$ cat src/rtl/priority_encoder_seq_if.sv
// Handshake bundle for priority_encoder_seq: request-vector input channel,
// index output channel and the all-zero-vector pulse.
interface priority_encoder_seq_if #(
    parameter int N = 8,
    parameter int W = 3
);
    logic         in_valid;
    logic         in_ready;
    logic [N-1:0] in_vec;
    logic         out_valid;
    logic         out_ready;
    logic [W-1:0] out_idx;
    logic         out_last;
    logic [W:0]   out_seq;
    logic         zero_pulse;

    // Upstream producer / downstream consumer side
    modport master (
        output in_valid, in_vec, out_ready,
        input  in_ready, out_valid, out_idx, out_last, out_seq, zero_pulse
    );

    // Encoder side
    modport slave (
        input  in_valid, in_vec, out_ready,
        output in_ready, out_valid, out_idx, out_last, out_seq, zero_pulse
    );
endinterface

$ cat src/rtl/priority_encoder_seq.sv
// Sequential priority encoder: latches an N-bit request vector and emits the
// binary index of every set bit, lowest first, one index per output beat.
module priority_encoder_seq #(
    parameter int N = 8,
    parameter int W = 3
) (
    input  logic                 clk,
    input  logic                 rst_n,
    priority_encoder_seq_if.slave bus
);

    typedef enum logic {
        IDLE = 1'b0,
        SEND = 1'b1
    } state_t;

    localparam logic [N-1:0] VEC_ONE = N'(1);
    localparam logic [W:0]   SEQ_ONE = (W + 1)'(1);

    state_t       state_q, state_d;
    logic [N-1:0] pending_q, pending_d;
    logic [W:0]   seq_q, seq_d;
    logic         zero_q, zero_d;

    logic [W-1:0] low_idx;
    logic         one_left;

    // Lowest pending index and "single bit remaining" flag, from registered state only
    always_comb begin
        // NOTE: every always_comb output gets a default first so no path leaves it unassigned (no latch).
        low_idx = '0;
        for (int i = N - 1; i >= 0; i--) begin
            if (pending_q[i]) begin
                low_idx = W'(i);
            end
        end
        one_left = (pending_q != '0) && ((pending_q & (pending_q - VEC_ONE)) == '0);
    end

    // Next-state logic for the IDLE/SEND controller and its datapath
    always_comb begin
        state_d   = state_q;
        pending_d = pending_q;
        seq_d     = seq_q;
        zero_d    = 1'b0;
        unique case (state_q)
            IDLE: begin
                if (bus.in_valid) begin
                    if (bus.in_vec != '0) begin
                        pending_d = bus.in_vec;
                        seq_d     = '0;
                        state_d   = SEND;
                    end else begin
                        zero_d = 1'b1;
                    end
                end
            end
            SEND: begin
                if (bus.out_ready) begin
                    if (one_left) begin
                        pending_d = '0;
                        seq_d     = '0;
                        state_d   = IDLE;
                    end else begin
                        // Clearing the lowest set bit retires exactly out_idx
                        pending_d = pending_q & (pending_q - VEC_ONE);
                        seq_d     = seq_q + SEQ_ONE;
                    end
                end
            end
        endcase
    end

    // State registers with synchronous active-low reset
    always_ff @(posedge clk) begin
        if (!rst_n) begin
            state_q   <= IDLE;
            pending_q <= '0;
            seq_q     <= '0;
            zero_q    <= 1'b0;
        end else begin
            // NOTE: non-blocking assignments so every flop samples pre-edge values.
            state_q   <= state_d;
            pending_q <= pending_d;
            seq_q     <= seq_d;
            zero_q    <= zero_d;
        end
    end

    // Outputs decode registered state; index fields are forced to zero when idle
    assign bus.out_valid  = (state_q == SEND);
    assign bus.in_ready   = (state_q == IDLE) && rst_n;
    assign bus.out_idx    = bus.out_valid ? low_idx : '0;
    assign bus.out_last   = bus.out_valid && one_left;
    assign bus.out_seq    = bus.out_valid ? seq_q : '0;
    assign bus.zero_pulse = zero_q;

endmodule

$ cat src/flat_wrapper.sv
// flat-port wrapper written by rule: the top's interface ports become plain ports
module priority_encoder_seq_flat 
#(
    parameter int N = 8,
    parameter int W = 3
)
  (clk, rst_n, bus_in_valid, bus_in_vec, bus_out_ready, bus_in_ready, bus_out_valid, bus_out_idx, bus_out_last, bus_out_seq, bus_zero_pulse);
  priority_encoder_seq_if #(.N(N), .W(W)) bus_i ();
  input  logic clk;
  input  logic rst_n;
  input wire logic [$bits(bus_i.in_valid)-1:0] bus_in_valid;
  input wire logic [$bits(bus_i.in_vec)-1:0] bus_in_vec;
  input wire logic [$bits(bus_i.out_ready)-1:0] bus_out_ready;
  output wire logic [$bits(bus_i.in_ready)-1:0] bus_in_ready;
  output wire logic [$bits(bus_i.out_valid)-1:0] bus_out_valid;
  output wire logic [$bits(bus_i.out_idx)-1:0] bus_out_idx;
  output wire logic [$bits(bus_i.out_last)-1:0] bus_out_last;
  output wire logic [$bits(bus_i.out_seq)-1:0] bus_out_seq;
  output wire logic [$bits(bus_i.zero_pulse)-1:0] bus_zero_pulse;
  assign bus_i.in_valid = bus_in_valid;
  assign bus_i.in_vec = bus_in_vec;
  assign bus_i.out_ready = bus_out_ready;
  assign bus_in_ready = bus_i.in_ready;
  assign bus_out_valid = bus_i.out_valid;
  assign bus_out_idx = bus_i.out_idx;
  assign bus_out_last = bus_i.out_last;
  assign bus_out_seq = bus_i.out_seq;
  assign bus_zero_pulse = bus_i.zero_pulse;
  priority_encoder_seq #(.N(N), .W(W)) u_core (.clk(clk), .rst_n(rst_n), .bus(bus_i));
endmodule
$ cat config.mk
export PLATFORM = sky130hd
export DESIGN_NAME = priority_encoder_seq_flat
export DESIGN_NICKNAME = d
export VERILOG_FILES = /design/src/rtl/priority_encoder_seq_if.sv /design/src/rtl/priority_encoder_seq.sv /design/src/flat_wrapper.sv
export SDC_FILE = /design/constraint.sdc
export NUM_CORES = 1
export LEC_CHECK = 0
export CAP_MARGIN = 40
export CORE_AREA = 2 2 45 67
export CTS_CLUSTER_DIAMETER = 50
export CTS_CLUSTER_SIZE = 28
export DETAILED_ROUTE_END_ITERATION = 7
export DIE_AREA = 0 0 47 69
export GPL_TIMING_DRIVEN = 0
export SLEW_MARGIN = 15
export SYNTH_ARGS = -nofsm -noshare
export SYNTH_HDL_FRONTEND = slang
export SYNTH_SLANG_ARGS = --single-unit
$ cat constraint.sdc
create_clock -name clk -period 4.8 [get_ports clk]
set_clock_uncertainty 0.15 [all_clocks]
set_input_delay 0.96 -clock clk [delete_from_list [all_inputs] [get_ports clk]]
set_output_delay 0.96 -clock clk [all_outputs]
set_load 0.005 [all_outputs]
[Yosys cells after proc, flatten, opt, wreduce, memory -nomap -nowiden]
Index checks and enable logic that the tools add are counted.
Word-level totals
  register bits: 14
  latch bits: 0
  bits in writable memories: 0
  memory bits (read-only): 0
  output and inout port bits: 11
  memories: 0
Operators by class
  add/subtract/negate cells: 2
  $mul: 0
  divide/modulo/power cells: 0
  magnitude comparators: 0
  equal/unequal tests: 3
  shift-type cells: 0
  muxes and demuxes: 26
  bitwise gates (word level): 4
  reduce and logical (&&, ||, !) cells: 8
Operators by type and width (number)
  $mux W8: 4
  $mux W3: 9
  $mux W4: 5
  $pmux W8 S2: 1
  $reduce_bool A8 Y1: 2
  $and A8 B8 Y8: 1
  $logic_not A8 Y1: 1
  $pmux W4 S2: 1
  $sub A8 B1 Y8 const B: 1
  $mux W1: 5
  $add A4 B1 Y4 const B: 1
  $ne A2 B2 Y1 const B: 2
  $logic_and A1 B1 Y1: 3
  $not A1 Y1: 3
  $reduce_and A3 Y1: 1
  $reduce_or A3 Y1: 1
  $ne A2 B1 Y1 const B: 1
  $pmux W1 S2: 1

[Depth between registers and ports, before layout]
  depth in word-level cells: 9
  gate-level depth with buffers: 7
  mapped depth without buffers: 5

[Worst setup path before layout]
OpenSTA, ideal clock, no wires.
  path type: input to output
  from: input port rst_n
  to: output port bus_in_ready
  arrival time: 1.402 ns
  required time: 3.690 ns
  slack: 2.288 ns
  stages: 2
  cell sequence: clkdlybuf4s15_1 nor2b_1
Between the ends
  word-level cells in the longest chain between the ends: 1
Ends and longest elaborated chain
  from (decl): RTL line flat_wrapper.sv:10  | input logic rst_n;
  $logic_and A1 B1 Y1: RTL line priority_encoder_seq.sv:92  | assign bus.in_ready = (state_q == IDLE) && rst_n;
  to (decl): RTL line flat_wrapper.sv:14  | output wire logic [$bits(bus_i.in_ready)-1:0] bus_in_ready;
Every way passes these cells.

[Worst setup path after layout]
Same ends and word-level chain as after synthesis.

==> results_dict.tcl <==
set metrics [dict create \
    dr.pass1.iters 4 \
    ctsHoldBuffers 0 \
    final_max_slew_viol_count 0 \
    boundaryPins 23 \
    setup_viol 0 \
    syn_inst 111 \
    wirelength_um 2260 \
    dr_total_vias 889 \
    grt_pass1_vias 896 \
    drc 0 \
    synth_area_sq_um 895 \
    numCtsBuffers 3 \
    arrival_ns 2.67 \
    finalNonFillerCells 174 \
    drv_cap 0 \
    r2r-start "u_core.pending_q[0]" \
    switching_share 0.279 \
    drt-initial-drc-count 21 \
    ys_seq_area_frac 0.313 \
    die_y_um 69 \
    place.gp.congestion 0.805 \
    netSwitchingPower_uw 91.8 \
    root_buffer "clkbuf_8" \
    synth_cell_types 38 \
    num_rows 23 \
    grt_max_degree 11 \
    num_antenna_cells 0 \
    static-leakage-power_uw 0.000443 \
    antenna_found_initial 0 \
    cp_max_fo 10 \
    p_clk_frac 0.354 \
    critical_path_class "primary input to primary output" \
    io_buffers 22 \
    viasPerCell 5.11 \
    power_density_nw_per_um2 271 \
    post-route-period-util 0.788 \
    core-area_sq_um 2650 \
    fmax_mhz 264 \
    internal_power_uw 237 \
    grt_pass1_wl_um 3920 \
    syn_nets 124 \
    seq_power_share 0.399 \
    end_kind "primary output" \
    yosys_warnings 0 \
    yosys.area_share.adder 0.0140 \
    start_kind "primary input" \
    clock-sinks 14 \
    htree_num_levels 1 \
    path_clk_slew_ns 0.06 \
    place_inst 170 \
    die_area_sq_um 3240 \
    synth_compound_area_frac 0.276 \
    wl_per_cell_um 13.0 \
    final_cell_mix "22 x clkdlybuf4s50_1, 14 x dfxtp_1, 12 x o21ai_0" \
    clock_path_buffers 2 \
    tightest_slew_ns 0.587 \
    synth_top_family_by_area "simple AND/OR/NAND/NOR gates" \
    drive_gt1_frac 0.102 \
    cp_data_required_time_ns 3.69 \
    track_usage 0.162 \
    outcome "complete, no violations" \
    start_util 0.338 \
    die_w_um 47 \
    fin_tns_setup_ns 0 \
    mostFrequentLayoutCell "clkdlybuf4s50_1" \
    cts_resized 0 \
    cts_tree "built" \
    cts_setup_buffers 0 \
    clk_latency_ns 0.25 \
    nNetsFinal 151 \
    synth_seq_cells 14 \
    startpoint "rst_n" \
    p_comb_frac 0.247 \
    period_needed_ns 3.78 \
    synthSimpleGateAreaFrac 0.334 \
    ir_drop_mv 0.144 \
    hold_class "register to register" \
    hold_viol 0 \
    min-delay-start "u_core.seq_q[1]" \
    synthMuxAreaShare 0 \
    synth_xor_area_frac 0.00979 \
    avgSynthCellArea_sq_um 8.06 \
    slew-limit-headroom 0.605 \
    hpwlAfterDp_um 1730 \
    gr-total-overflow 0 \
    drtAntennaViolNets 0 \
    syn_to_final_growth_pct 35.9 \
    rsz0062_at_grt "false" \
    p_total_uw 329 \
]
-- critical path, cell delays in order --
cell	delay, ns
clkdlybuf4s50_1	0.61
clkdlybuf4s15_1	0.42
nor2b_1	0.18
clkdlybuf4s50_1	0.51
-- cell type report --
type,instances,area [sq um]
fillers,292,1430
plain buffers,5,36.3
flip-flops and latches,14,280
well taps,37,46.3
multi-input cells,89,567
inverters,3,11.3
repair buffers,22,220
clock buffers,4,55.1
-- final timing paths --
check / to / cells after the start / slack, ns
min: u_core.seq_q[1] / 2 / 0.37
min reg2reg: u_core.seq_q[1] / 2 / 0.37
max: bus_in_ready / 4 / 1.02
max reg2reg: u_core.seq_q[3] / 5 / 2.96
-- power by group through the flow --
stage                     clock network (uW)  logic, uW  registers, uW
final                                    116       81.3            131
after global routing                     124       91.3            133
after CTS                                117       82.7            131
after detailed placement                   0       82.2            134
after global placement                     0       81.3            133
after floorplan                            0       50.8            132
-- synthesized netlist by cell type (all sizes together) --
master         instances  area [sq um]
dfxtp                 14           280
o21ai                 13          68.8
a21boi                10          86.3
nand2                 10          37.5
and2                   8          52.6
nor2                   6          30.0
nor3                   6          30.0
nand3                  5          25.0
nor2b                  5          31.3
and3                   4          25.0
a21oi                  3          15.0
clkbuf                 3          22.5
inv                    3          11.3
nor4                   3          25.0
a22oi                  2          20.0
nor3b                  2          15.0
o21a                   2          15.0
a211oi                 1          7.51
and4                   1          8.76
buf                    1          3.75
clkdlybuf4s15          1          10.0
ha                     1          12.5
nand3b                 1          7.51
o2111ai                1          8.76
o21bai                 1          7.51
o311a                  1          10.0
o31ai                  1          7.51
or4                    1          11.3
xor2                   1          8.76
-- logic make-up after synthesis --
| group | Yosys count |
|---|---|
| AO/OA/AOI/OAI | 35 |
| XOR/XNOR | 1 |
| adder cells (fa/ha/maj) | 1 |
| buffers and inverters | 8 |
| flip-flops | 14 |
| AND/OR/NAND/NOR | 52 |
-- flip-flops by register name (all words and copies together) (netlist names) --
signal,flops
u_core.bus.out_valid,1
u_core.bus.zero_pulse,1
u_core.pending_q,8
u_core.seq_q,4
-- metal layers --
metal,GRT usage,wire (um)
met1,0.185,944
met5,0,0
met3,0.0262,91
met2,0.274,1180
met4,0.0772,46
-- stage by stage --
step	hold slack, ns	utilization	worst slack (ns)	instance area, sq um
6_report	0.373	0.459	1.02	1220
5_1_grt	0.420	0.459	0.877	1220
4_1_cts	0.374	0.459	0.982	1220
3_5_place_dp	0.367	0.439	0.995	1160
3_3_place_gp	0.353	0.439	1.01	1160
2_1_floorplan	0.320	-	2.29	895
No activity file was read; power rests on OpenSTA's default activity.
